--- config.mk ---
export PLATFORM = sky130hd
export DESIGN_NAME = alu_seq
export DESIGN_NICKNAME = d
export VERILOG_FILES = /design/src/rtl/alu_pkg.sv /design/src/rtl/alu_core_comb.sv /design/src/rtl/alu_seq.sv
export SDC_FILE = /design/constraint.sdc
export NUM_CORES = 1
export LEC_CHECK = 0
export CORE_ASPECT_RATIO = 1.25
export CORE_UTILIZATION = 45
export CTS_CLUSTER_SIZE = 12
export DETAILED_ROUTE_END_ITERATION = 10
export DONT_BUFFER_PORTS = 1
export HOLD_SLACK_MARGIN = 0.15
export SLEW_MARGIN = 25
export SYNTH_ARGS = -nofsm -noshare
export SYNTH_HDL_FRONTEND = slang
export SYNTH_SLANG_ARGS = --single-unit
--- constraint.sdc ---
create_clock -name clk -period 3.4 [get_ports clk]
set_input_delay 0.68 -clock clk [delete_from_list [all_inputs] [get_ports clk]]
set_output_delay 0.68 -clock clk [all_outputs]
set_load 0.01 [all_outputs]
--- src/rtl/alu_pkg.sv ---
// alu_pkg: shared types for the sequential RV32I ALU.
//   alu_op_e    - 4-bit operation codes; the low four keep the legacy 2-bit values
//   alu_state_e - control FSM states of alu_seq
//   is_shift()  - true for the iterative shift operations
package alu_pkg;

    typedef enum logic [3:0] {
        OP_ADD  = 4'b0000,
        OP_SUB  = 4'b0001,
        OP_AND  = 4'b0010,
        OP_OR   = 4'b0011,
        OP_XOR  = 4'b0100,
        OP_SLT  = 4'b0101,
        OP_SLTU = 4'b0110,
        OP_SLL  = 4'b0111,
        OP_SRL  = 4'b1000,
        OP_SRA  = 4'b1001
    } alu_op_e;

    typedef enum logic [1:0] {
        IDLE,
        SHIFT,
        DONE
    } alu_state_e;

    function automatic logic is_shift(input alu_op_e op);
        return (op == OP_SLL) || (op == OP_SRL) || (op == OP_SRA);
    endfunction

endpackage

--- src/rtl/alu_core_comb.sv ---
// alu_core_comb: purely combinational single-cycle ALU operations.
//   a, b : WIDTH-bit operands
//   op   : 4-bit operation code (alu_op_e encoding)
//   y    : result; shift codes and unused codes yield 0 here
module alu_core_comb
    import alu_pkg::*;
#(
    parameter int unsigned WIDTH = 32
) (
    input  logic [WIDTH-1:0] a,
    input  logic [WIDTH-1:0] b,
    input  logic [3:0]       op,
    output logic [WIDTH-1:0] y
);

    always_comb begin
        y = '0;
        case (alu_op_e'(op))
            OP_ADD:  y = a + b;
            OP_SUB:  y = a - b;
            OP_AND:  y = a & b;
            OP_OR:   y = a | b;
            OP_XOR:  y = a ^ b;
            OP_SLT:  y[0] = ($signed(a) < $signed(b));
            OP_SLTU: y[0] = (a < b);
            default: y = '0;
        endcase
    end

endmodule

--- src/rtl/alu_seq.sv ---
// alu_seq: handshaked RV32I ALU with registered result and iterative shifter.
//   clk, reset_n          : clock, synchronous active-low reset
//   in_valid / in_ready   : operation handshake (SrcA, SrcB, ALUControl)
//   out_valid / out_ready : result handshake (ALUResult, Zero)
// Shifts advance SHIFT_STEP bits per cycle; everything else completes in one.
module alu_seq
    import alu_pkg::*;
#(
    parameter int unsigned WIDTH      = 32,
    parameter int unsigned SHIFT_STEP = 1
) (
    input  logic             clk,
    input  logic             reset_n,
    input  logic             in_valid,
    output logic             in_ready,
    input  logic [WIDTH-1:0] SrcA,
    input  logic [WIDTH-1:0] SrcB,
    input  logic [3:0]       ALUControl,
    output logic             out_valid,
    input  logic             out_ready,
    output logic [WIDTH-1:0] ALUResult,
    output logic             Zero
);

    localparam int unsigned SW = $clog2(WIDTH);
    localparam int unsigned CW = SW + 1;
    localparam logic [CW-1:0] STEP = CW'(SHIFT_STEP);

    alu_state_e      state, state_next;
    alu_op_e         op_in, op_q;
    logic [WIDTH-1:0] wrk, wrk_shifted;
    logic [CW-1:0]   cnt, cnt_next, step;
    logic [SW-1:0]   amt;
    logic            accept, start_shift;
    logic [WIDTH-1:0] core_y, imm_result;

    assign op_in = alu_op_e'(ALUControl);
    assign amt   = SrcB[SW-1:0];

    alu_core_comb #(.WIDTH(WIDTH)) u_core (
        .a  (SrcA),
        .b  (SrcB),
        .op (ALUControl),
        .y  (core_y)
    );

    // A zero-amount shift is just SrcA and finishes like any single-cycle op.
    assign start_shift = is_shift(op_in) && (amt != '0);
    assign imm_result  = is_shift(op_in) ? SrcA : core_y;

    // Last iteration may be shorter than SHIFT_STEP.
    always_comb begin
        step     = (cnt > STEP) ? STEP : cnt;
        cnt_next = cnt - step;
        case (op_q)
            OP_SLL:  wrk_shifted = wrk << step;
            OP_SRL:  wrk_shifted = wrk >> step;
            default: wrk_shifted = $unsigned($signed(wrk) >>> step);
        endcase
    end

    always_comb begin
        in_ready   = (state == IDLE) || ((state == DONE) && out_ready);
        accept     = in_valid && in_ready;
        state_next = state;
        case (state)
            IDLE: begin
                if (accept) state_next = start_shift ? SHIFT : DONE;
            end
            SHIFT: begin
                if (cnt_next == '0) state_next = DONE;
            end
            DONE: begin
                if (out_ready) begin
                    if (accept) state_next = start_shift ? SHIFT : DONE;
                    else        state_next = IDLE;
                end
            end
            default: state_next = IDLE;
        endcase
    end

    always_ff @(posedge clk) begin
        if (!reset_n) state <= IDLE;
        else          state <= state_next;
    end

    always_ff @(posedge clk) begin
        if (!reset_n) begin
            op_q      <= OP_ADD;
            wrk       <= '0;
            cnt       <= '0;
            ALUResult <= '0;
            Zero      <= 1'b0;
            out_valid <= 1'b0;
        end else begin
            out_valid <= (state_next == DONE);
            if (accept) begin
                op_q <= op_in;
                if (start_shift) begin
                    wrk <= SrcA;
                    cnt <= {1'b0, amt};
                end else begin
                    ALUResult <= imm_result;
                    Zero      <= (imm_result == '0);
                end
            end else if (state == SHIFT) begin
                wrk <= wrk_shifted;
                cnt <= cnt_next;
                if (cnt_next == '0) begin
                    ALUResult <= wrk_shifted;
                    Zero      <= (wrk_shifted == '0);
                end
            end
        end
    end

endmodule
After elaboration in Yosys (flattened, before gate mapping)
Cells that the tools add are included.
{"block": "classes", "addsub": 3, "bitwise_logic": 3, "eq_ne": 16, "mux": 25, "magnitude_cmp": 3, "n_reduce_logical": 16, "shift": 3}
{"op": "$mux 32", "count": 8}
{"op": "$pmux 31 s5", "count": 1}
{"op": "$logic_not 32->1", "count": 2}
{"op": "$lt 32x32->1", "count": 2}
{"op": "$pmux 32 s2", "count": 1}
{"op": "$add 32x32->32", "count": 1}
{"op": "$and 32x32->32", "count": 1}
{"op": "$or 32x32->32", "count": 1}
{"op": "$shl 32x6->32", "count": 1}
{"op": "$shr 32x6->32", "count": 1}
{"op": "$sshr 32x6->32", "count": 1}
{"op": "$sub 32x32->32", "count": 1}
{"op": "$xor 32x32->32", "count": 1}
{"op": "$mux 6", "count": 4}
{"op": "$eq 4x3->1 const B", "count": 5}
{"op": "$eq 4x4->1 const B", "count": 3}
{"op": "$mux 2", "count": 5}
{"op": "$eq 4x2->1 const B", "count": 2}
{"op": "$pmux 1 s7", "count": 1}
{"op": "$gt 6x1->1 const B", "count": 1}
{"op": "$logic_not 6->1", "count": 1}
{"op": "$pmux 2 s3", "count": 1}
{"op": "$sub 6x6->6", "count": 1}
{"op": "$reduce_bool 5->1", "count": 1}
{"op": "13 further kinds", "count": 22}
{"block": "totals", "reg_bits": 78, "output_inout_bits": 35, "inputBits": 72}

Logic depth before layout (Yosys ltp)
{"block": "depth", "word_depth": 9, "depth_mapped": 14, "mapped_depth_nobuf": 13}

By module
A second synthesis with hierarchy kept.
{"block": "unflattened", "cells_unflattened": 1472, "hier_area_um2": 10482.6}
{"mod": "alu_core_comb", "seq_area_each_um2": 0.0, "instances": 1, "area_per_inst_um2": 5327.6, "cells_each": 795}
{"mod": "alu_seq", "seq_area_each_um2": 1561.5, "instances": 1, "area_per_inst_um2": 5154.9, "cells_each": 677}

Least setup slack after synthesis
OpenSTA, ideal clock, no wires.
{"block": "synth_timing", "path_type": "input-to-reg", "startpoint": "input SrcA[0]", "endpoint": "register Zero", "n_path_buf": 0, "path_slack_ns": -0.267, "path_stages": 13, "setup_ns": 0.084, "t_required_ns": 3.316, "arrival_ns": 3.583, "cell_sequence": "inv_1 ha_1 fa_1 or2_1 a2111o_1 nand2_2 a221oi_2 o41a_1 a221oi_2 o21ai_2 nor4_2 nand4_1 o31ai_2"}
{"block": "synth_between", "elab_chain_cells": 6}
{"item": "from (decl)", "line_no": "alu_seq.sv:16", "source": "input logic [WIDTH-1:0] SrcA,"}
{"item": "$sub 32x32->32 (tied with other cells)", "line_no": "alu_core_comb.sv:20", "source": "OP_SUB: y = a - b;"}
{"item": "$pmux 1 s7 or $pmux 31 s5 (tied branches)", "line_no": "alu_core_comb.sv:18", "source": "case (alu_op_e'(op))"}
{"item": "$mux 32 (*)", "line_no": "alu_seq.sv:49", "source": "assign imm_result = is_shift(op_in) ? SrcA : core_y;"}
{"item": "$logic_not 32->1 (*)", "line_no": "alu_seq.sv:105", "source": "Zero <= (imm_result == '0);"}
{"item": "$mux 1 (*)", "line_no": "alu_seq.sv:100", "source": "if (start_shift) begin"}
{"item": "$mux 1 (*)", "line_no": "alu_seq.sv:98", "source": "if (accept) begin"}
{"item": "to (signal assigned)", "line_no": "alu_seq.sv:105"}
{"item": "to (signal assigned)", "line_no": "alu_seq.sv:112", "source": "Zero <= (wrk_shifted == '0);"}
{"item": "to (decl)", "line_no": "alu_seq.sv:22", "source": "output logic Zero"}
Every way passes the cells marked *; elsewhere a longest branch is shown, timed or not. The select of a mux whose other input is x is not followed.
A chain may end at the register's enable or synchronous reset.

Worst setup path in the final report
Same ends and word-level chain as after synthesis.

==> flow_summary_export.csv <==
group,metric,value,unit
outcome,outcome,"finished with violations",
outcome,violations,"setup timing",
timing,period_minus_slack,3.43,ns
synthesis,ys_top_cells_by_area,"dfxtp_1 (15%), ha_1 (14%), a21oi_1 (8.5%)",
power,sw_frac_of_total,40.5,%
clock_network,cts_made_buffers,9,
grt,grt_overflow,0,
min_path,hold_path.class,"input port to flop",
grt,met3_usage,4.74,%
critical_path,crit_fanout,4,
synthesis,synth_edf_count,0,
routing,num_vias,12300,
timing,setup_viol,1,
synthesis,yosys_warnings,0,
die,fp.dieW,137,µm
flow_run,maxCapViolCount,0,
synthesis,yosysTopAreaCell,"dfxtp_1",
power,p_seq_share,26.3,%
routing,vias_per_cell,6.49,
grt,grt_max_degree,67,
critical_path,critPathLaunch,"SrcA[0]",
timing,hold_viol_final,0,
synthesis,muxShareOfSynthArea,1.18,%
grt,grtUsageTotal,35.5,%
synthesis,syn_area_per_cell,6.85,µm²
die,core,22300,µm²
cells_and_area,diodes,0,
synthesis,synthTopCellsByCount,"a21oi_1 (174), nand2_1 (161), nor2_1 (147)",
clock_network,cts_tree,"done",
synthesis,synth-compound-area-share,37.0,%
grt,grt_pass1_wl,63.6,mm
routing,drc,0,
timing,rsz0062_at_grt,"true",
synthesis,synth_cells,1493,
synthesis,syn_area,10200,µm²
timing,clock.fmax,291,MHz
die,die_area,23300,µm²
power,pwr-share-comb,48.0,%
grt,top_usage_layer,"met2",
synthesis,synth_top_family_by_area,"compound AO/OA/AOI/OAI gates",
grt,antenna_found_initial,0,
placement,port_buffers,0,
critical_path,crit_type,"input port to flop",
placement,gp_congestion,0.992,
routing,postRouteAntennaNets,0,
placement,dp_hpwl,32.6,mm
timing,relSlewSlack,31.4,%
routing,wl,42.0,mm
routing,wire_per_inst,22.1,µm
critical_path,required,3.67,ns
synthesis,synth_simple_gate_area_share,24.4,%
die,num_rows,61,
synthesis,async_flop_share,0,%
power,power_frac_clock,25.7,%
critical_path,end_kind,"flop",
power,p_sw,0.00169,W
synthesis,ys_seq_area_share,15.3,%
die,pin_count,107,
power,p_int,0.00248,W
synthesis,synth_top_area_share,15.3,%
power,p_leak,5.22,nW
critical_path,cp.arrival,3.70,ns
timing,setup_ws,-0.0316,ns
die,initial_core_util,45.9,%
clock_network,cts_root_buf,"clkbuf_16",
cells_and_area,layout-drive-gt1-share,19.3,%
die,die_h,171,µm
timing,worst_pin_slew,1.02,ns
timing,whs,0.451,ns
cells_and_area,area_delta_synth_final,21.7,%
cells_and_area,nNetsFinal,1798,
clock_network,cts_htree_levels,3,
grt,grt_pass1_vias,11300,
clock_network,max-clock-path-buffers,2,
synthesis,syn_nets,1679,
power,peakVddDrop,0.373,mV
critical_path,worstSetupStartpointType,"input port",
routing,drt_iter0_markers,1263,
synthesis,synthAdderAreaFrac,14.1,%
min_path,hold_path.startpoint,"reset_n",
synthesis,ys_types,89,
clock_network,insertion_delay,0.36,ns
cells_and_area,fillers,2243,
synthesis,yosysMostFrequentCell,"a21oi_1",
grt,globalRouteMet2Util,58.5,%
clock_network,cts.sinks,78,
timing,slew_viol_final,0,
synthesis,ys_seq_elements,78,
timing,timing.final.crit_share,101,%
routing,drtPass1Iterations,5,
cells_and_area,final_area,12400,µm²
power,power_density,335,nW/µm²
timing,finalClockSkew,0.00892,ns
clock_network,clkTransAtPathRegs,0.06,ns
synthesis,synth_xor_area_share,0,%
critical_path,r2r-start,"cnt[2]",
synthesis,synth-main-ff-cell,"dfxtp_1",
grt,gr-usage-met1,45.8,%
timing,fin_setup_tns,-0.0316,ns
placement,dpl_cell_area,11900,µm²
-- layout make-up --
cell class | instances | area (µm²) | share of cell area [%]
clock buffers | 10 | 239 | 1.92
clock inverters | 6 | 85.1 | 0.684
inverters | 100 | 388 | 3.12
multi-input cells | 1206 | 8090 | 65.1
flip-flops and latches | 78 | 1560 | 12.6
well taps | 283 | 354 | 2.85
repair buffers | 217 | 1720 | 13.8
-- cell usage in the layout, fill, tap and decap left out, types with 24 or more instances in the layout --
cell type    n
buf_4      210
ha_1       110
a21oi_1    168
a211oi_1    26
o21ai_0     94
dfxtp_1     78
o211ai_1    24
nand2_1    161
nand3_1     26
inv_1       96
nand4_1     28
nor3_1      39
nor2_1     146
-- worst max-delay path, cell delays in order --
cell       delay (ns)
ha_1             0.24
fa_1             0.42
a21o_2           0.23
and4_1           0.23
o211ai_1         0.34
a2111o_1         0.26
a211oi_1         0.11
a211oi_1         0.23
nand3_1          0.17
a2111oi_2        0.39
nand4_1          0.20
o31ai_2          0.19
-- layer usage --
layer  routed length, µm  share of wire, %
met1               17200                41
met2               19600                47
met3                3330               7.9
met4                1830               4.4
met5                   0                 0
-- power groups by stage --
stage / Clock, W / Combinational, W / Sequential [W]
3_3_place_gp: 0 / 0.00190 / 0.00111
5_1_grt: 0.00110 / 0.00216 / 0.00111
3_5_place_dp: 0 / 0.00191 / 0.00111
4_1_cts: 0.00107 / 0.00193 / 0.00109
6_report: 0.00107 / 0.00200 / 0.00110
2_1_floorplan: 0 / 0.00119 / 0.00109
-- repair_timing --
| item | 4_1_cts | 5_1_grt |
|---|---|---|
| setup buffers | 0 | 1 |
| pin swaps | 1 | 11 |
| endpoints found under the setup margin | 2 | 9 |
| hold buffers | 0 | 0 |
| resized for setup | 8 | 26 |
-- sequential cells by signal (all words and copies together) (netlist names) --
name and cells:
ALUResult 32, Zero 1, cnt 6, op_q 4, out_valid 1, state 2, wrk 32
-- through the flow --
step / cells / power (W) / setup slack (ns) / util, %
CTS: 1899 / 0.00409 / 0.0287 / 55.2
floorplan: 1493 / 0.00228 / -0.0904 / -
finish: 1900 / 0.00416 / -0.0316 / 55.8
global route: 1900 / 0.00436 / -0.121 / 55.8
detailed placement: 1883 / 0.00302 / -0.529 / 53.6
global placement: 1883 / 0.00301 / -0.547 / 53.6
-- cell families (layout without fill, tap and decap cells) --
group                    after synthesis  after routing
AO/OA/AOI/OAI                        560            560
buffers and inverters                209            333
AND/OR/NAND/NOR                      520            520
adder cells (fa/ha/maj)              114            114
multiplexers                          12             12
flip-flops                            78             78
-- worst paths after layout --
check,endpoint,slack (ns),cells past startpoint
worst max register to register,Zero,0.39,12
worst min-delay path,out_valid,0.45,1
worst min register to register,cnt[5],0.49,2
worst max-delay path,Zero,-0.03,12
Note: power is estimated with default switching activity, not from simulation.
